===== config.mk =====
export PLATFORM = sky130hd
export DESIGN_NAME = alu_arbiter
export DESIGN_NICKNAME = d
export VERILOG_FILES = /design/src/rtl/alu_arbiter.sv
export SDC_FILE = /design/constraint.sdc
export NUM_CORES = 1
export LEC_CHECK = 0
export ABC_AREA = 1
export BUFFER_PORTS_ARGS = -buffer_cell sky130_fd_sc_hd__buf_4
export CAP_MARGIN = 0
export CORE_MARGIN = 5
export CORE_UTILIZATION = 25
export CTS_BUF_LIST = sky130_fd_sc_hd__clkbuf_16
export CTS_CLUSTER_DIAMETER = 40
export DETAILED_ROUTE_END_ITERATION = 6
export PLACE_DENSITY = 0.56
export SYNTH_ARGS = -nofsm -noshare
export SYNTH_HDL_FRONTEND = slang
export SYNTH_SLANG_ARGS = --single-unit

===== constraint.sdc =====
create_clock -name clk -period 1.84 [get_ports clk]
set_clock_uncertainty 0.05 [all_clocks]
set_input_delay 0.552 -clock clk [delete_from_list [all_inputs] [get_ports clk]]
set_output_delay 0.552 -clock clk [all_outputs]
set_load 0.03 [all_outputs]

===== src/rtl/alu_arbiter.sv =====
// alu_arbiter
// Arbitrates two requesters onto one shared combinational ALU. A granted
// request's op/operands are captured, held on the alu_* outputs, the ALU
// result is registered one cycle later and offered as a response until the
// consumer accepts it. One operation is in flight at a time.
//
// Ports
//   clk, reset                 clock, asynchronous active-low reset
//   reqN_valid_i               requester N has an operation pending
//   reqN_op_i/a_i/b_i/shamt_i  requester N operation code and operands
//   reqN_ready_o               one-cycle accept pulse to requester N
//   alu_operation_o/a_o/b_o/shamt_o  captured operation driving the ALU
//   alu_data_i, alu_zero_i     ALU result and zero flag
//   rsp_valid_o/id_o/data_o/zero_o   registered response and its owner
//   rsp_ready_i                response consumer accepts
//
// state | meaning
// IDLE  | waiting for a request; grants one and captures it
// EXEC  | captured op on the ALU; result registered at end of cycle
// RESP  | response valid, held until rsp_ready_i
module alu_arbiter #(
  parameter int RR_EN = 1
) (
  input  logic        clk,
  input  logic        reset,
  input  logic        req0_valid_i,
  input  logic        req1_valid_i,
  input  logic [3:0]  req0_op_i,
  input  logic [3:0]  req1_op_i,
  input  logic [31:0] req0_a_i,
  input  logic [31:0] req0_b_i,
  input  logic [31:0] req1_a_i,
  input  logic [31:0] req1_b_i,
  input  logic [4:0]  req0_shamt_i,
  input  logic [4:0]  req1_shamt_i,
  output logic        req0_ready_o,
  output logic        req1_ready_o,
  output logic [3:0]  alu_operation_o,
  output logic [31:0] alu_a_o,
  output logic [31:0] alu_b_o,
  output logic [4:0]  alu_shamt_o,
  input  logic [31:0] alu_data_i,
  input  logic        alu_zero_i,
  output logic        rsp_valid_o,
  output logic        rsp_id_o,
  output logic [31:0] rsp_data_o,
  output logic        rsp_zero_o,
  input  logic        rsp_ready_i
);

  typedef enum logic [1:0] {
    IDLE = 2'd0,
    EXEC = 2'd1,
    RESP = 2'd2
  } state_t;

  localparam logic RR_ON = (RR_EN != 0);

  state_t      state_q, state_d;
  logic        last_q;
  logic        req_any;
  logic        grant1;
  logic [3:0]  op_q;
  logic [31:0] a_q, b_q;
  logic [4:0]  shamt_q;
  logic        cap_id_q;
  logic        rsp_id_q, rsp_zero_q;
  logic [31:0] rsp_data_q;

  assign req_any = req0_valid_i | req1_valid_i;
  // Port 1 wins when alone, or in a contest when round-robin is on and
  // port 0 was granted last. last_q resets to 1 so port 0 wins first.
  assign grant1  = req1_valid_i & (~req0_valid_i | (RR_ON & ~last_q));

  always_ff @(posedge clk or negedge reset) begin
    if (!reset) state_q <= IDLE;
    else        state_q <= state_d;
  end

  always_comb begin
    state_d = state_q;
    case (state_q)
      IDLE:    if (req_any) state_d = EXEC;
      EXEC:    state_d = RESP;
      RESP:    if (rsp_ready_i) state_d = IDLE;
      default: state_d = IDLE;
    endcase
  end

  // Ready is gated by reset so no accept pulse escapes while reset is low.
  always_comb begin
    req0_ready_o = 1'b0;
    req1_ready_o = 1'b0;
    rsp_valid_o  = 1'b0;
    case (state_q)
      IDLE: begin
        req0_ready_o = reset & req0_valid_i & ~grant1;
        req1_ready_o = reset & grant1;
      end
      RESP:    rsp_valid_o = 1'b1;
      default: ;
    endcase
  end

  always_ff @(posedge clk or negedge reset) begin
    if (!reset) begin
      last_q     <= 1'b1;
      cap_id_q   <= 1'b0;
      op_q       <= '0;
      a_q        <= '0;
      b_q        <= '0;
      shamt_q    <= '0;
      rsp_id_q   <= 1'b0;
      rsp_data_q <= '0;
      rsp_zero_q <= 1'b0;
    end else begin
      if (state_q == IDLE && req_any) begin
        last_q   <= grant1;
        cap_id_q <= grant1;
        op_q     <= grant1 ? req1_op_i    : req0_op_i;
        a_q      <= grant1 ? req1_a_i     : req0_a_i;
        b_q      <= grant1 ? req1_b_i     : req0_b_i;
        shamt_q  <= grant1 ? req1_shamt_i : req0_shamt_i;
      end
      if (state_q == EXEC) begin
        rsp_id_q   <= cap_id_q;
        rsp_data_q <= alu_data_i;
        rsp_zero_q <= alu_zero_i;
      end
    end
  end

  assign alu_operation_o = op_q;
  assign alu_a_o         = a_q;
  assign alu_b_o         = b_q;
  assign alu_shamt_o     = shamt_q;
  assign rsp_id_o        = rsp_id_q;
  assign rsp_data_o      = rsp_data_q;
  assign rsp_zero_o      = rsp_zero_q;

endmodule


Word level (Yosys, flattened, before mapping)
Cells that the tools add are included.
W data, S select, Z words.
- reductions and logical operators: 3
- mux-type cells: 10
- bitwise gates (word level): 9
- eq/ne operators: 4
- operators by type and width (kind ; count):
    $mux W32 ; 2
    $pmux W2 S3 ; 1
    $mux W5 ; 1
    $and A1 B1 Y1 ; 4
    $mux W2 ; 2
    $mux W4 ; 1
    $ne A2 B2 Y1 const B ; 2
    $mux W1 ; 3
    $not A1 Y1 ; 3
    $eq A2 B1 Y1 const B ; 1
    $eq A2 B2 Y1 const B ; 1
    $logic_not A2 Y1 ; 1
    $or A1 B1 Y1 ; 2
    $reduce_and A2 Y1 ; 1
    $logic_and A1 B1 Y1 ; 1
- bits in registers: 111
- input bits: 184

Depth between registers and ports, before layout
Gate-level depths: netlist (run 1).
- word-level depth: 6
- depth in mapped cells: 9

Worst setup path after synthesis (run 1)
No wires, ideal clock.
- kind: input to output
- start: input req0_valid_i
- end: output req1_ready_o
- arrival time: 1.346 ns
- data required time: 1.238 ns
- stages: 6
- path buffers: 1
- setup slack: -0.108 ns
- path through: nand2_1 -> nand2_1 -> buf_2 -> inv_1 -> nand2_1 -> nor2_1
- word-level cells in the longest chain between the ends: 5
- RTL lines (element ; line ; RTL):
    start: declaration ; 26 ; input logic req0_valid_i,
    $not A1 Y1 ; 73 ; assign grant1 = req1_valid_i & (~req0_valid_i | (RR_ON & ~last_q));
    $or A1 B1 Y1 ; 73 ;
    $and A1 B1 Y1 ; 73 ;
    $and A1 B1 Y1 ; 98 ; req1_ready_o = reset & grant1;
    $mux W1 ; 95 ; case (state_q)
    end: declaration ; 37 ; output logic req1_ready_o,
No other way between the ends.

Final worst setup path (run 1)
- start: register last_q
- end: output req0_ready_o
- word-level cells in the longest chain between the ends: 6
- RTL lines (element ; line ; RTL):
    start: declaration ; 60 ; logic last_q;
    start signal: assignment ; 118 ; last_q <= grant1;
    $not A1 Y1 ; 73 ;
    $or A1 B1 Y1 ; 73 ;
    $and A1 B1 Y1 ; 73 ;
    $not A1 Y1 ; 97 ; req0_ready_o = reset & req0_valid_i & ~grant1;
    $and A1 B1 Y1 ; 97 ;
    $mux W1 ; 95 ;
    end: declaration ; 36 ; output logic req0_ready_o,
No other way between the ends.

==> results of run 1 <==
==> registers in the layout, indices dropped and copies added (netlist names) <==
name / flops
alu_a_o: 32
alu_b_o: 32
rsp_data_o: 32
alu_shamt_o: 5
alu_operation_o: 4
state_q: 2
cap_id_q: 1
last_q: 1
rsp_id_o: 1
rsp_zero_o: 1
==> layout make-up <==
type	count	area, µm²	area share, %
multi-input combinational	482	2063	24.16
tap	285	356.6	4.175
inverter	153	574.3	6.724
timing repair buffer	320	2496	29.23
sequential	111	2779	32.54
clock buffer	9	225.2	2.637
clock inverter	6	46.29	0.5420
==> cells in the mapped netlist <==
master	instances	area share, %
nor2_1	5	0.33
clkbuf_1	10	0.66
dfrtp_1	110	48
buf_2	25	2.2
buf_6	9	1.8
inv_2	3	0.20
dfstp_2	1	0.46
buf_1	1	0.066
nand3_1	180	16
o21ai_0	3	0.26
nor2_4	1	0.20
nand2_1	293	19
inv_1	150	9.9
buf_4	5	0.66
==> critical path: cells and delay by family (launching register included) <==
kind	cells	cell delay, ns
flops	1	0.54
buf+inv	2	0.19
simple gates	3	0.22
==> worst paths after layout <==
path | depth (start not counted) | start | end
worst max-delay path | 5 | last_q$_DFFE_PN1P_ | req0_ready_o
worst min-delay path | 2 | reset | rsp_data_o[8]$_DFFE_PN0N_
worst max register to register | 9 | last_q$_DFFE_PN1P_ | alu_operation_o[2]$_DFFE_PN0P_
worst min register to register | 2 | rsp_zero_o$_DFFE_PN0N_ | rsp_zero_o$_DFFE_PN0N_
max in group asynchronous | 2 | reset | last_q$_DFFE_PN1P_
min in group clk | 2 | rsp_ready_i | state_q[1]$_DFFE_PN0P_
==> cell families (layout without fill, tap and decap cells) <==
logic type | count (synthesis) | count (layout) | synth area share, %
buf+inv | 203 | 488 | 15.42
compound gates | 3 | 3 | 0.2631
simple gates | 479 | 479 | 35.60
flops | 111 | 111 | 48.72
==> per-stage QoR <==
step / setup WS (ns) / total power, mW / utilization, % / cells
after detailed placement: 0.001980 / 12.78 / 36.35 / 1346
after global routing: -0.1335 / 15.61 / 37.84 / 1366
after floorplan: 0.0007264 / 9.472 / - / 796
after global placement: 0.03535 / 12.73 / 36.35 / 1346
final: -0.04917 / 14.57 / 37.84 / 1366
after CTS: -0.06440 / 14.79 / 37.76 / 1365
==> layer usage <==
metal | global-route usage, % | up-vias | wire length (µm)
li1 | - | 2944 | -
met5 | 0 | - | 0
met2 | 23.62 | 213 | 9128
met4 | 4.769 | 0 | 489
met1 | 19.11 | 2588 | 8389
met3 | 4.874 | 29 | 1627
==> power by group through the flow <==
stage / logic, mW / clock network, mW / registers (mW)
2_1_floorplan: 2.82 / 0 / 6.65
3_3_place_gp: 8.38 / 0 / 4.35
3_5_place_dp: 8.41 / 0 / 4.37
4_1_cts: 8.47 / 1.97 / 4.35
5_1_grt: 9.04 / 2.06 / 4.51
6_report: 8.35 / 1.88 / 4.34
==> repair_timing <==
item	in CTS	in global routing
resized for setup	6	3
endpoints found under the setup margin	2	28
setup buffers	4	1
pin swaps	2	0
cloned	0	0
==> flow_summary.ini, run 1 <==
[status]
status = finished, violations left
violations = setup timing

[sta]
setup_tns_ns = -0.09754
rsz0062_at_grt = true
worst_slew_pin_slew_ns = 0.4531
worst_slack_ns = -0.04917
fmax_mhz = 529.3
setup_viol = 2
min_period_over_period_pct = 102.7
final_hold_viol_count = 0
finalMaxSlewViolations = 0
period_minus_slack_ns = 1.889
timing.hold.ws_ns = 0.2311
slew_headroom_pct = 69.79

[routing]
postRouteAntennaNets = 0
drtIter0Drc = 386
vias = 5774
detail_route.wirelength_um = 19630
firstDrtPassIters = 7
drc = 0
avgViaCountPerCell = 4.227
avgRoutedWirePerCell_um = 14.37

[logic_synthesis]
ys_seq_elements = 111
syn-num-nets = 980
syn_inst = 796
syn_area_um2 = 5704
synth_sequential_area_ratio_pct = 48.72
synth_area_per_cell_um2 = 7.166
ys_types = 14
ys_warn_count = 0

[cells_and_area]
syn2layout_area_growth_pct = 49.73
mostFrequentLayoutCell = buf_4
fin_nets = 1261
diodes = 0
fin_area_um2 = 8541
fillers = 2412
final_cell_mix = 309 x buf_4, 290 x nand2_1, 180 x nand3_1
drive_above_1_share_pct = 32.10

[placement]
placed_area_um2 = 8205
dp_hpwl_um = 14040
io_buffers = 293
gp_congestion = 0.7752

[grt]
grtUsageTotal_pct = 14.81
first_global_vias = 5768
antenna_found_initial = 0
grt_pass1_wl_um = 31130
overflow = 0
grt_max_degree = 77

[setup_path]
end_kind = output pin
startpoint_type = register
crit_path_cell_trace = nand2_2 > nand2_2 > inv_2 > nor2_2 > buf_6
r2r_slack_ns = 0.17
max_stage_delay_ns = 0.54
path_common_cell = nand2_2
crit_arrival_ns = 1.29
crit_required_ns = 1.24
worstSetupPathType = reg2out
path_max_fanout = 2
crit_slowest_cell = dfstp_2

[clock_network]
cts_tree = built
cts_buffers = 9
cts_buffer_depth = 2
clkLatencyLatePin_ns = 0.35
clk_pin_slew_ns = 0.08
htree_levels = 3
clock-sinks = 111
clockRootBuffer = clkbuf_16
cts_hold_buffers = 0

[pwr]
power.share.switching_pct = 48.10
vdd_ir_drop_max_mv = 0.7217
p_per_area_nw_per_um2 = 1706
combPwrFrac_pct = 57.3
internal-power_mw = 7.563
power_frac_clock_pct = 12.9
power_frac_seq_pct = 29.8
power.switching_mw = 7.008
p_leak_nw = 5.114

[floorplan]
die_h_um = 161.1
core_um2 = 22570
num_io_pins = 294
fp-row-count = 55
die_x_um = 161.1
dieArea_um2 = 25940
initial_core_util_pct = 25.27

[worst_hold_path]
hp-class = in2async

[job]
maxCapViolCount = 0
Power figures use the tool's default switching activity.
==> inputs of run 2 (changes only) <==
--- a/config.mk
+++ b/config.mk
@@ -7,13 +7,14 @@
 export LEC_CHECK = 0
 export ABC_AREA = 1
 export BUFFER_PORTS_ARGS = -buffer_cell sky130_fd_sc_hd__buf_4
-export CAP_MARGIN = 0
+export CAP_MARGIN = 20
 export CORE_MARGIN = 5
 export CORE_UTILIZATION = 25
 export CTS_BUF_LIST = sky130_fd_sc_hd__clkbuf_16
 export CTS_CLUSTER_DIAMETER = 40
 export DETAILED_ROUTE_END_ITERATION = 6
 export PLACE_DENSITY = 0.56
+export RECOVER_POWER = 100
 export SYNTH_ARGS = -nofsm -noshare
 export SYNTH_HDL_FRONTEND = slang
 export SYNTH_SLANG_ARGS = --single-unit
==> constraint.sdc (replaced) <==
create_clock -name clk -period 1.84 [get_ports clk]
set_clock_uncertainty 0.05 [all_clocks]
set_input_delay 0.552 -clock clk [delete_from_list [all_inputs] [get_ports clk]]
set_output_delay 0.552 -clock clk [all_outputs]
set_load 0.005 [all_outputs]
==> flow_summary.ini, run 2 (synthesis results as in run 1) <==
[routing]
detail_route.wirelength_um = 19870
drc = 0
vias = 5828
firstDrtPassIters = 4
postRouteAntennaNets = 0
avgRoutedWirePerCell_um = 14.57
avgViaCountPerCell = 4.276
drtIter0Drc = 353

[cells_and_area]
fin_area_um2 = 8539
mostFrequentLayoutCell = buf_4
diodes = 0
syn2layout_area_growth_pct = 49.70
final_cell_mix = 310 x buf_4, 290 x nand2_1, 180 x nand3_1
instances_no_fill = 1363
drive_above_1_share_pct = 32.00
fin_nets = 1257

[setup_path]
crit_required_ns = 1.24
end_kind = output pin
crit_arrival_ns = 1.29
path_max_fanout = 2
worstSetupPathType = reg2out
startpoint_type = register

[sta]
setup_tns_ns = -0.1010
final_hold_viol_count = 0
worst_slew_pin_slew_ns = 0.5643
rsz0062_at_grt = true
slew_headroom_pct = 62.38
min_period_over_period_pct = 103.0
finalMaxSlewViolations = 0
setup_viol = 2
worst_slack_ns = -0.05608
period_minus_slack_ns = 1.896
fmax_mhz = 527.4

[clock_network]
clockRootBuffer = clkbuf_16
clk_pin_slew_ns = 0.08
cts_buffer_depth = 2
cts_hold_buffers = 0
htree_levels = 3
clkLatencyLatePin_ns = 0.36
clock-sinks = 111
cts_tree = built
cts_buffers = 9

[placement]
dp_hpwl_um = 14180
io_buffers = 293
dpl.cell_count = 1342
placed_area_um2 = 8158
gp_congestion = 0.7733

[worst_hold_path]
hp-class = in2async

[status]
violations = setup timing
status = finished, violations left

[pwr]
p_per_area_nw_per_um2 = 1454
p_leak_nw = 5.116
vdd_ir_drop_max_mv = 0.6944
p_total_mw = 12.42

[job]
maxCapViolCount = 0

[floorplan]
die_x_um = 161.1
num_io_pins = 294
die_h_um = 161.1
core_um2 = 22570
initial_core_util_pct = 25.27
fp-row-count = 55
dieArea_um2 = 25940

[grt]
grtUsageTotal_pct = 14.94
grt_max_degree = 76
first_global_vias = 5661
overflow = 0
antenna_found_initial = 0
grt_pass1_wl_um = 31330
[run 2: cell types whose count changed in the layout (fill, tap and decap cells not counted), sizes merged]
cell      previous run  this run
buf                320       316
bufinv               0         1
clkinv               0         5
clkinvlp             3         0
inv                156       154
[run 2: critical path, stage by stage, from the launching register on]
cell	delay, ns
dfstp_2	0.55
nand2_2	0.06
nand2_2	0.07
inv_2	0.04
nand2_2	0.06
nor2_2	0.03
buf_4	0.13
[run 2: where the power goes]
| group | internal (mW) | total (mW) | leakage (nW) | switching [mW] |
|---|---|---|---|---|
| sequential | 3.69 | 4.37 | 1.35 | 0.684 |
| combinational | 2.85 | 5.92 | 3.61 | 3.08 |
| clock | 1.09 | 2.12 | 0.156 | 1.03 |
[run 2: area by class of cell]
cell class                 instances  area (µm²)
sequential                       111        2780
tap                              285       356.6
timing repair buffer             316        2439
clock buffer                       9       225.2
inverter                         153       574.3
fill                            2434       14030
multi-input combinational        482        2071
clock inverter                     7       93.84
[run 2: final timing paths]
check / startpoint / end / slack [ns] / depth (start not counted)
max in group asynchronous: reset / state_q[0]$_DFFE_PN0P_ / 1.07 / 2
max reg2reg: state_q[0]$_DFFE_PN0P_ / alu_a_o[11]$_DFFE_PN0P_ / 0.18 / 8
min in group clk: rsp_ready_i / state_q[1]$_DFFE_PN0P_ / 0.35 / 2
min reg2reg: rsp_data_o[2]$_DFFE_PN0N_ / rsp_data_o[2]$_DFFE_PN0N_ / 0.42 / 2
max: last_q$_DFFE_PN1P_ / req1_ready_o / -0.06 / 6
min: reset / alu_a_o[13]$_DFFE_PN0P_ / 0.23 / 2
[run 2: what timing repair did]
item                                    CTS  global route
gates resized for setup                   5             4
pin swaps                                 3             2
endpoints found under the setup margin    2             3
cloned                                    0             0
setup buffers                             2             3
[run 2: metrics by stage]
stage               setup WS, ns  hold WS (ns)  util [%]
finish                  -0.05608        0.2327     37.83
floorplan                 0.1978        0.2064         -
detailed placement       0.07087        0.4092     36.14
CTS                     -0.08044        0.2393     37.66
global placement         0.07767        0.4066     36.14
global route             -0.1118        0.2531     37.83
[run 2: layer usage]
layer / vias to the layer above / share of wire, % / track usage, %
li1: 2937 / - / -
met1: 2679 / 44 / 19.77
met2: 195 / 47 / 24.08
met3: 17 / 7.1 / 4.440
met4: 0 / 1.4 / 3.839
met5: - / 0 / 0
